File: config.mk
export PLATFORM = sky130hd
export DESIGN_NAME = cpu_ctl_fsm
export DESIGN_NICKNAME = d
export VERILOG_FILES = /design/src/rtl/cpu_ctl_fsm.sv
export SDC_FILE = /design/constraint.sdc
export NUM_CORES = 1
export LEC_CHECK = 0
export ABC_AREA = 1
export CORE_AREA = 2 2 73 75
export DETAILED_ROUTE_END_ITERATION = 8
export DIE_AREA = 0 0 75 77
export PLACE_DENSITY = 0.67
export SLEW_MARGIN = 20
export SYNTH_ARGS = -nofsm -noshare
export SYNTH_HDL_FRONTEND = slang
export SYNTH_SLANG_ARGS = --single-unit
File: constraint.sdc
create_clock -name clka -period 1.9 [get_ports clka]
set_input_delay 0.285 -clock clka [delete_from_list [all_inputs] [get_ports clka]]
set_output_delay 0.285 -clock clka [all_outputs]
set_load 0.02 [all_outputs]
File: src/rtl/cpu_ctl_fsm.sv
// Multi-cycle instruction sequencer: fetch handshake, opcode classification,
// and EXEC/MEM/WB stepping with a retired-instruction counter.
module cpu_ctl_fsm #(
   parameter int CNT_W = 16
) (
   input  logic             clka,
   input  logic             reset_in,
   input  logic             run_in,
   input  logic [3:0]       opcode_in,
   input  logic             mem_ready_in,
   input  logic             branch_taken_in,
   output logic [2:0]       state_out,
   output logic             mem_req_out,
   output logic             mem_we_out,
   output logic             ir_we_out,
   output logic             pc_we_out,
   output logic [1:0]       pc_sel_out,
   output logic             reg_src_out,
   output logic             we_reg_out,
   output logic             br_out,
   output logic [CNT_W-1:0] instr_count_out
);

   typedef enum logic [2:0] {
      S_IDLE   = 3'd0,
      S_FETCH  = 3'd1,
      S_DECODE = 3'd2,
      S_EXEC   = 3'd3,
      S_MEM    = 3'd4,
      S_WB     = 3'd5,
      S_HALT   = 3'd6
   } state_t;

   typedef enum logic [2:0] {
      C_ALU, C_LOAD, C_STORE, C_BR, C_JMP, C_TRAP, C_NOP
   } cls_t;

   state_t            state_q, state_d;
   cls_t              cls_q, cls_d, op_cls;
   logic [CNT_W-1:0]  cnt_q, cnt_d;
   logic              retire;

   always_comb begin
      case (opcode_in)
         4'b0001, 4'b0101, 4'b1001: op_cls = C_ALU;
         4'b0010, 4'b0110:          op_cls = C_LOAD;
         4'b0011, 4'b0111:          op_cls = C_STORE;
         4'b0000:                   op_cls = C_BR;
         4'b1100:                   op_cls = C_JMP;
         4'b1111:                   op_cls = C_TRAP;
         default:                   op_cls = C_NOP;
      endcase
   end

   always_comb begin
      state_d     = state_q;
      cls_d       = cls_q;
      cnt_d       = cnt_q;
      retire      = 1'b0;
      mem_req_out = 1'b0;
      mem_we_out  = 1'b0;
      ir_we_out   = 1'b0;
      pc_we_out   = 1'b0;
      pc_sel_out  = 2'b00;
      reg_src_out = 1'b0;
      we_reg_out  = 1'b0;
      br_out      = 1'b0;

      case (state_q)
         S_IDLE: if (run_in) state_d = S_FETCH;
         S_FETCH: begin
            mem_req_out = 1'b1;
            if (mem_ready_in) begin
               ir_we_out = 1'b1;
               pc_we_out = 1'b1;
               state_d   = S_DECODE;
            end
         end
         // The class register is not loaded yet, so DECODE looks at the raw opcode.
         S_DECODE: begin
            cls_d  = op_cls;
            br_out = (op_cls == C_BR);
            case (op_cls)
               C_TRAP:  state_d = S_HALT;
               C_NOP:   retire  = 1'b1;
               default: state_d = S_EXEC;
            endcase
         end
         S_EXEC: begin
            case (cls_q)
               C_ALU:           state_d = S_WB;
               C_LOAD, C_STORE: state_d = S_MEM;
               C_BR: begin
                  br_out = 1'b1;
                  if (branch_taken_in) begin
                     pc_we_out  = 1'b1;
                     pc_sel_out = 2'b01;
                  end
                  retire = 1'b1;
               end
               C_JMP: begin
                  pc_we_out  = 1'b1;
                  pc_sel_out = 2'b10;
                  retire     = 1'b1;
               end
               default: state_d = S_IDLE;
            endcase
         end
         S_MEM: begin
            mem_req_out = 1'b1;
            mem_we_out  = (cls_q == C_STORE);
            if (mem_ready_in) begin
               if (cls_q == C_STORE) retire  = 1'b1;
               else                  state_d = S_WB;
            end
         end
         S_WB: begin
            we_reg_out  = 1'b1;
            reg_src_out = (cls_q == C_LOAD);
            retire      = 1'b1;
         end
         S_HALT: state_d = S_HALT;
         default: state_d = S_IDLE;
      endcase

      if (retire) begin
         cnt_d   = cnt_q + 1'b1;
         state_d = run_in ? S_FETCH : S_IDLE;
      end
   end

   always_ff @(posedge clka) begin
      if (reset_in) begin
         state_q <= S_IDLE;
         cls_q   <= C_NOP;
         cnt_q   <= '0;
      end else begin
         state_q <= state_d;
         cls_q   <= cls_d;
         cnt_q   <= cnt_d;
      end
   end

   assign state_out       = state_q;
   assign instr_count_out = cnt_q;

endmodule
==> results.rst <==
.. list-table::
   :header-rows: 1

   * - Metric
     - Value
   * - Remaining global-route overflow
     - 0
   * - Relative contribution of the clock network to total power
     - 17.1%
   * - Die extent in x
     - 75 µm
   * - Required time of the critical path
     - 1.62 ns
   * - Sw power
     - 0.670 mW
   * - Proportion of synthesized area in mux cells
     - 0%
   * - Top Family by Delay on Critical Path
     - buffers and inverters
   * - DRC Markers
     - 0
   * - Peak supply drop
     - 0.321 mV
   * - Layout fillers
     - 519
   * - Outcome
     - complete, no violations
   * - Largest family of logic cells by synthesized area
     - simple AND/OR/NAND/NOR gates
   * - Antenna cells
     - 0
   * - Standard cell core area
     - 4980 µm²
   * - Power, Total
     - 1.71 mW
   * - Data arrival, critical path
     - 1.51 ns
   * - Deepest clock path buffer count
     - 2
   * - Cell variety after synth
     - 30
   * - Post-synthesis compound-gate area fraction
     - 12.1%
   * - Power per Cell Area
     - 717 nW/µm²
   * - Detailed Route Iter0 Violations
     - 37
   * - Slowest stage cell on the critical path
     - sky130_fd_sc_hd__dfxtp_2
   * - Total routed wirelength
     - 4050 µm
   * - First-pass GRT wire length
     - 7060 µm
   * - Post-Synth Simple-Gate Area
     - 37.2%
   * - Count of buffering cells on the critical path with inverters included
     - 4
   * - Port bufs
     - 36
   * - Final ANT Viol Nets
     - 0
   * - Type of origin of the critical path
     - register
   * - Number of endpoints failing setup at the final stage
     - 0
   * - Syn_area_per_cell
     - 6.48 µm²
   * - Post-detailed-route wirelength per cell
     - 10.3 µm
   * - Reg clk slew, reported paths
     - 0.08 ns
   * - Period Utilization, post-route
     - 94.4%
   * - Final Wtd Congestion
     - 0.824
   * - Number of CTS-inserted buffers
     - 3
   * - Worst-Margin Slew
     - 0.408 ns
   * - Post-synth EDFFs
     - 0
   * - Routed vias
     - 1757
   * - Slowest cell delay on critical path
     - 0.34 ns
   * - Number of warnings reported in the yosys synthesis log
     - 0
   * - Area share of xor/xnor cells in the synthesized design
     - 5.74%
   * - Cell Int Power
     - 1.04 mW
   * - Power share of the combinational group
     - 50.6%
   * - Post-layout instance area
     - 2380 µm²
   * - Die height
     - 77 µm
   * - Hold violation count in the final report
     - 0
   * - Root buf cell
     - sky130_fd_sc_hd__clkbuf_8
   * - Die Outline Area
     - 5780 µm²
   * - Starting density of the core
     - 33.7%
   * - Post-route worst setup slack
     - 0.107 ns
   * - Max-cap viol count
     - 0
   * - Slew Limit Fails
     - 0
   * - Fraction of the mapped netlist area in adder cells
     - 6.71%
   * - Synthesized instance count
     - 259
   * - Most numerous cell on the critical path
     - sky130_fd_sc_hd__buf_4
   * - Sequential-to-total area share from yosys stat
     - 26.2%
   * - Detailed Place HPWL
     - 3220 µm
   * - Filler-free cell count of the finished design
     - 395
   * - Setup Skew
     - 0.00466 ns
   * - DP Area
     - 2320 µm²
   * - Number of cells in the design after placement
     - 391
   * - I/O Pins
     - 37
   * - Drt first pass iters
     - 4
   * - Sequential group share of total power
     - 32.3%
   * - Total standard cell area after synthesis
     - 1680 µm²
   * - Share of synthesized flip-flops with an asynchronous set or reset
     - 0%
   * - Post-synthesis net count
     - 277
   * - Clock tree from TritonCTS
     - done
   * - Maximum number of pins on one net before global-route repair
     - 17
   * - Rows
     - 26
   * - H-tree depth
     - 1
   * - Synth-to-Final Area Change
     - 41.9%
   * - Max_slew headroom
     - 72.5%
   * - Vias in the first global route
     - 1719
   * - Nets
     - 345
   * - Switching power as a share of total power
     - 39.2%
   * - Layout cells sized above 1
     - 22.2%
   * - Post-CTS Hold Buffers
     - 0
   * - Critical Path, Cell by Cell
     - buf_4 -> inv_1 -> nand3_1 -> buf_4 -> nand2_1 -> dlygate4sd2_1
   * - Initial antenna violation count
     - 0
   * - Global-route usage over all layers
     - 15.3%
   * - Final min period
     - 1.79 ns
   * - Hold WC Path Type
     - reg2reg
   * - Leak pwr
     - 1.05 nW
   * - Setup repair after global routing missed its margin
     - false
   * - Vias per Instance
     - 4.45
   * - Synth Flop Type
     - sky130_fd_sc_hd__dfxtp_1
   * - Setup CP Type
     - reg2out
   * - Flip-flop and latch count after synthesis
     - 22
   * - Worst setup EP type
     - output port
   * - Largest fanout on the critical path
     - 4
   * - DP Worst Slack
     - -0.778 ns
   * - Achievable frequency
     - 558 MHz
   * - Number of clock sinks
     - 22
   * - Clock network latency to the later pin of the worst-skew pair
     - 0.27 ns
## cell usage after synthesis (3+ instances only)
cell type | number | area share [%]
sky130_fd_sc_hd__xnor2_1 | 3 | 1.6
sky130_fd_sc_hd__nor2_1 | 27 | 6.0
sky130_fd_sc_hd__nor2_4 | 3 | 2.0
sky130_fd_sc_hd__nand2_2 | 7 | 2.6
sky130_fd_sc_hd__dfxtp_1 | 22 | 26
sky130_fd_sc_hd__nand4_1 | 4 | 1.5
sky130_fd_sc_hd__inv_1 | 39 | 8.7
sky130_fd_sc_hd__a21oi_2 | 7 | 3.7
sky130_fd_sc_hd__xor2_1 | 8 | 4.2
sky130_fd_sc_hd__nand2_1 | 65 | 15
sky130_fd_sc_hd__a21oi_1 | 12 | 3.6
sky130_fd_sc_hd__nand3_1 | 15 | 4.5
sky130_fd_sc_hd__nor3_1 | 10 | 3.0
sky130_fd_sc_hd__o21ai_0 | 7 | 2.1
sky130_fd_sc_hd__ha_1 | 9 | 6.7
## power groups by stage
stage	clock network, mW	logic, mW	registers (mW)
4_1_cts	0.299	0.861	0.551
2_1_floorplan	0	0.460	0.589
3_3_place_gp	0	0.860	0.559
5_1_grt	0.318	0.967	0.559
3_5_place_dp	0	0.868	0.559
6_report	0.293	0.863	0.552
## repair_timing
| action | CTS | global route |
|---|---|---|
| resized for setup | 28 | 8 |
| pin swaps | 3 | 2 |
| buffers inserted | 0 | 1 |
| endpoints found under the setup margin | 28 | 14 |
| cloned | 0 | 0 |
## layout make-up
class                      count  area (µm²)  share of cell area (%)
inverter                      42         163                    6.83
timing repair buffer          68         581                    24.4
sequential                    22         443                    18.6
clock buffer                   3        41.3                    1.73
multi-input combinational    190        1070                    44.8
tap                           70        87.6                    3.68
## kinds of logic after synthesis
| group | count (synthesis) |
|---|---|
| adder cells (fa/ha/maj) | 9 |
| AND/OR/NAND/NOR | 137 |
| XOR/XNOR | 11 |
| buffers and inverters | 47 |
| flip-flops | 22 |
| AO/OA/AOI/OAI | 33 |
## routing by layer
layer,track usage (%),wire [µm],vias up
li1,-,-,949
met1,19.4,1980,773
met2,25.0,1870,31
met3,2.37,135,4
met4,6.61,68,0
met5,0,0,-
## worst paths after layout
kind,startpoint,endpoint,slack [ns],cells after the start
setup / recovery,state_out[1],mem_req_out,0.11,6
setup reg to reg,state_out[2],state_out[2],0.25,11
hold / removal,instr_count_out[15],instr_count_out[15],0.50,2
hold reg to reg,instr_count_out[15],instr_count_out[15],0.50,2
## worst reg2reg max path, cell delays in order, from the launching register on
cell and delay (ns):
sky130_fd_sc_hd__dfxtp_2 0.42, sky130_fd_sc_hd__buf_4 0.16, sky130_fd_sc_hd__nand3_1 0.10, sky130_fd_sc_hd__buf_4 0.15
sky130_fd_sc_hd__o21ai_1 0.08, sky130_fd_sc_hd__nor2_1 0.07, sky130_fd_sc_hd__nand2_2 0.09, sky130_fd_sc_hd__nand2_4 0.11
sky130_fd_sc_hd__inv_6 0.16, sky130_fd_sc_hd__nor2_1 0.07, sky130_fd_sc_hd__nor2_1 0.09, sky130_fd_sc_hd__nor2_1 0.04
## cell usage in the layout, fill, tap and decap left out, drive strengths merged, types with 2 or more instances in the layout
cell / count
nand2: 74
inv: 42
buf: 34
nor2: 30
clkdlybuf4s50: 23
dfxtp: 22
a21oi: 19
nand3: 16
nor3: 10
o21ai: 10
ha: 9
xor2: 8
dlygate4sd2: 7
clkbuf: 5
nand4: 4
xnor2: 3
o211ai: 2
## per-stage QoR
stage | hold WS [ns] | utilization, % | TNS [ns]
2_1_floorplan | 0.347 | - | 0
3_3_place_gp | 0.482 | 46.6 | -8.37
3_5_place_dp | 0.491 | 46.6 | -9.26
4_1_cts | 0.502 | 47.8 | 0
5_1_grt | 0.524 | 47.9 | 0
6_report | 0.503 | 47.9 | 0
## registers in the layout (all words and copies together), names as in the netlist
name,flops
state_out,3
instr_count_out,16
cls_q,3
(Power assumes the default switching activity.)
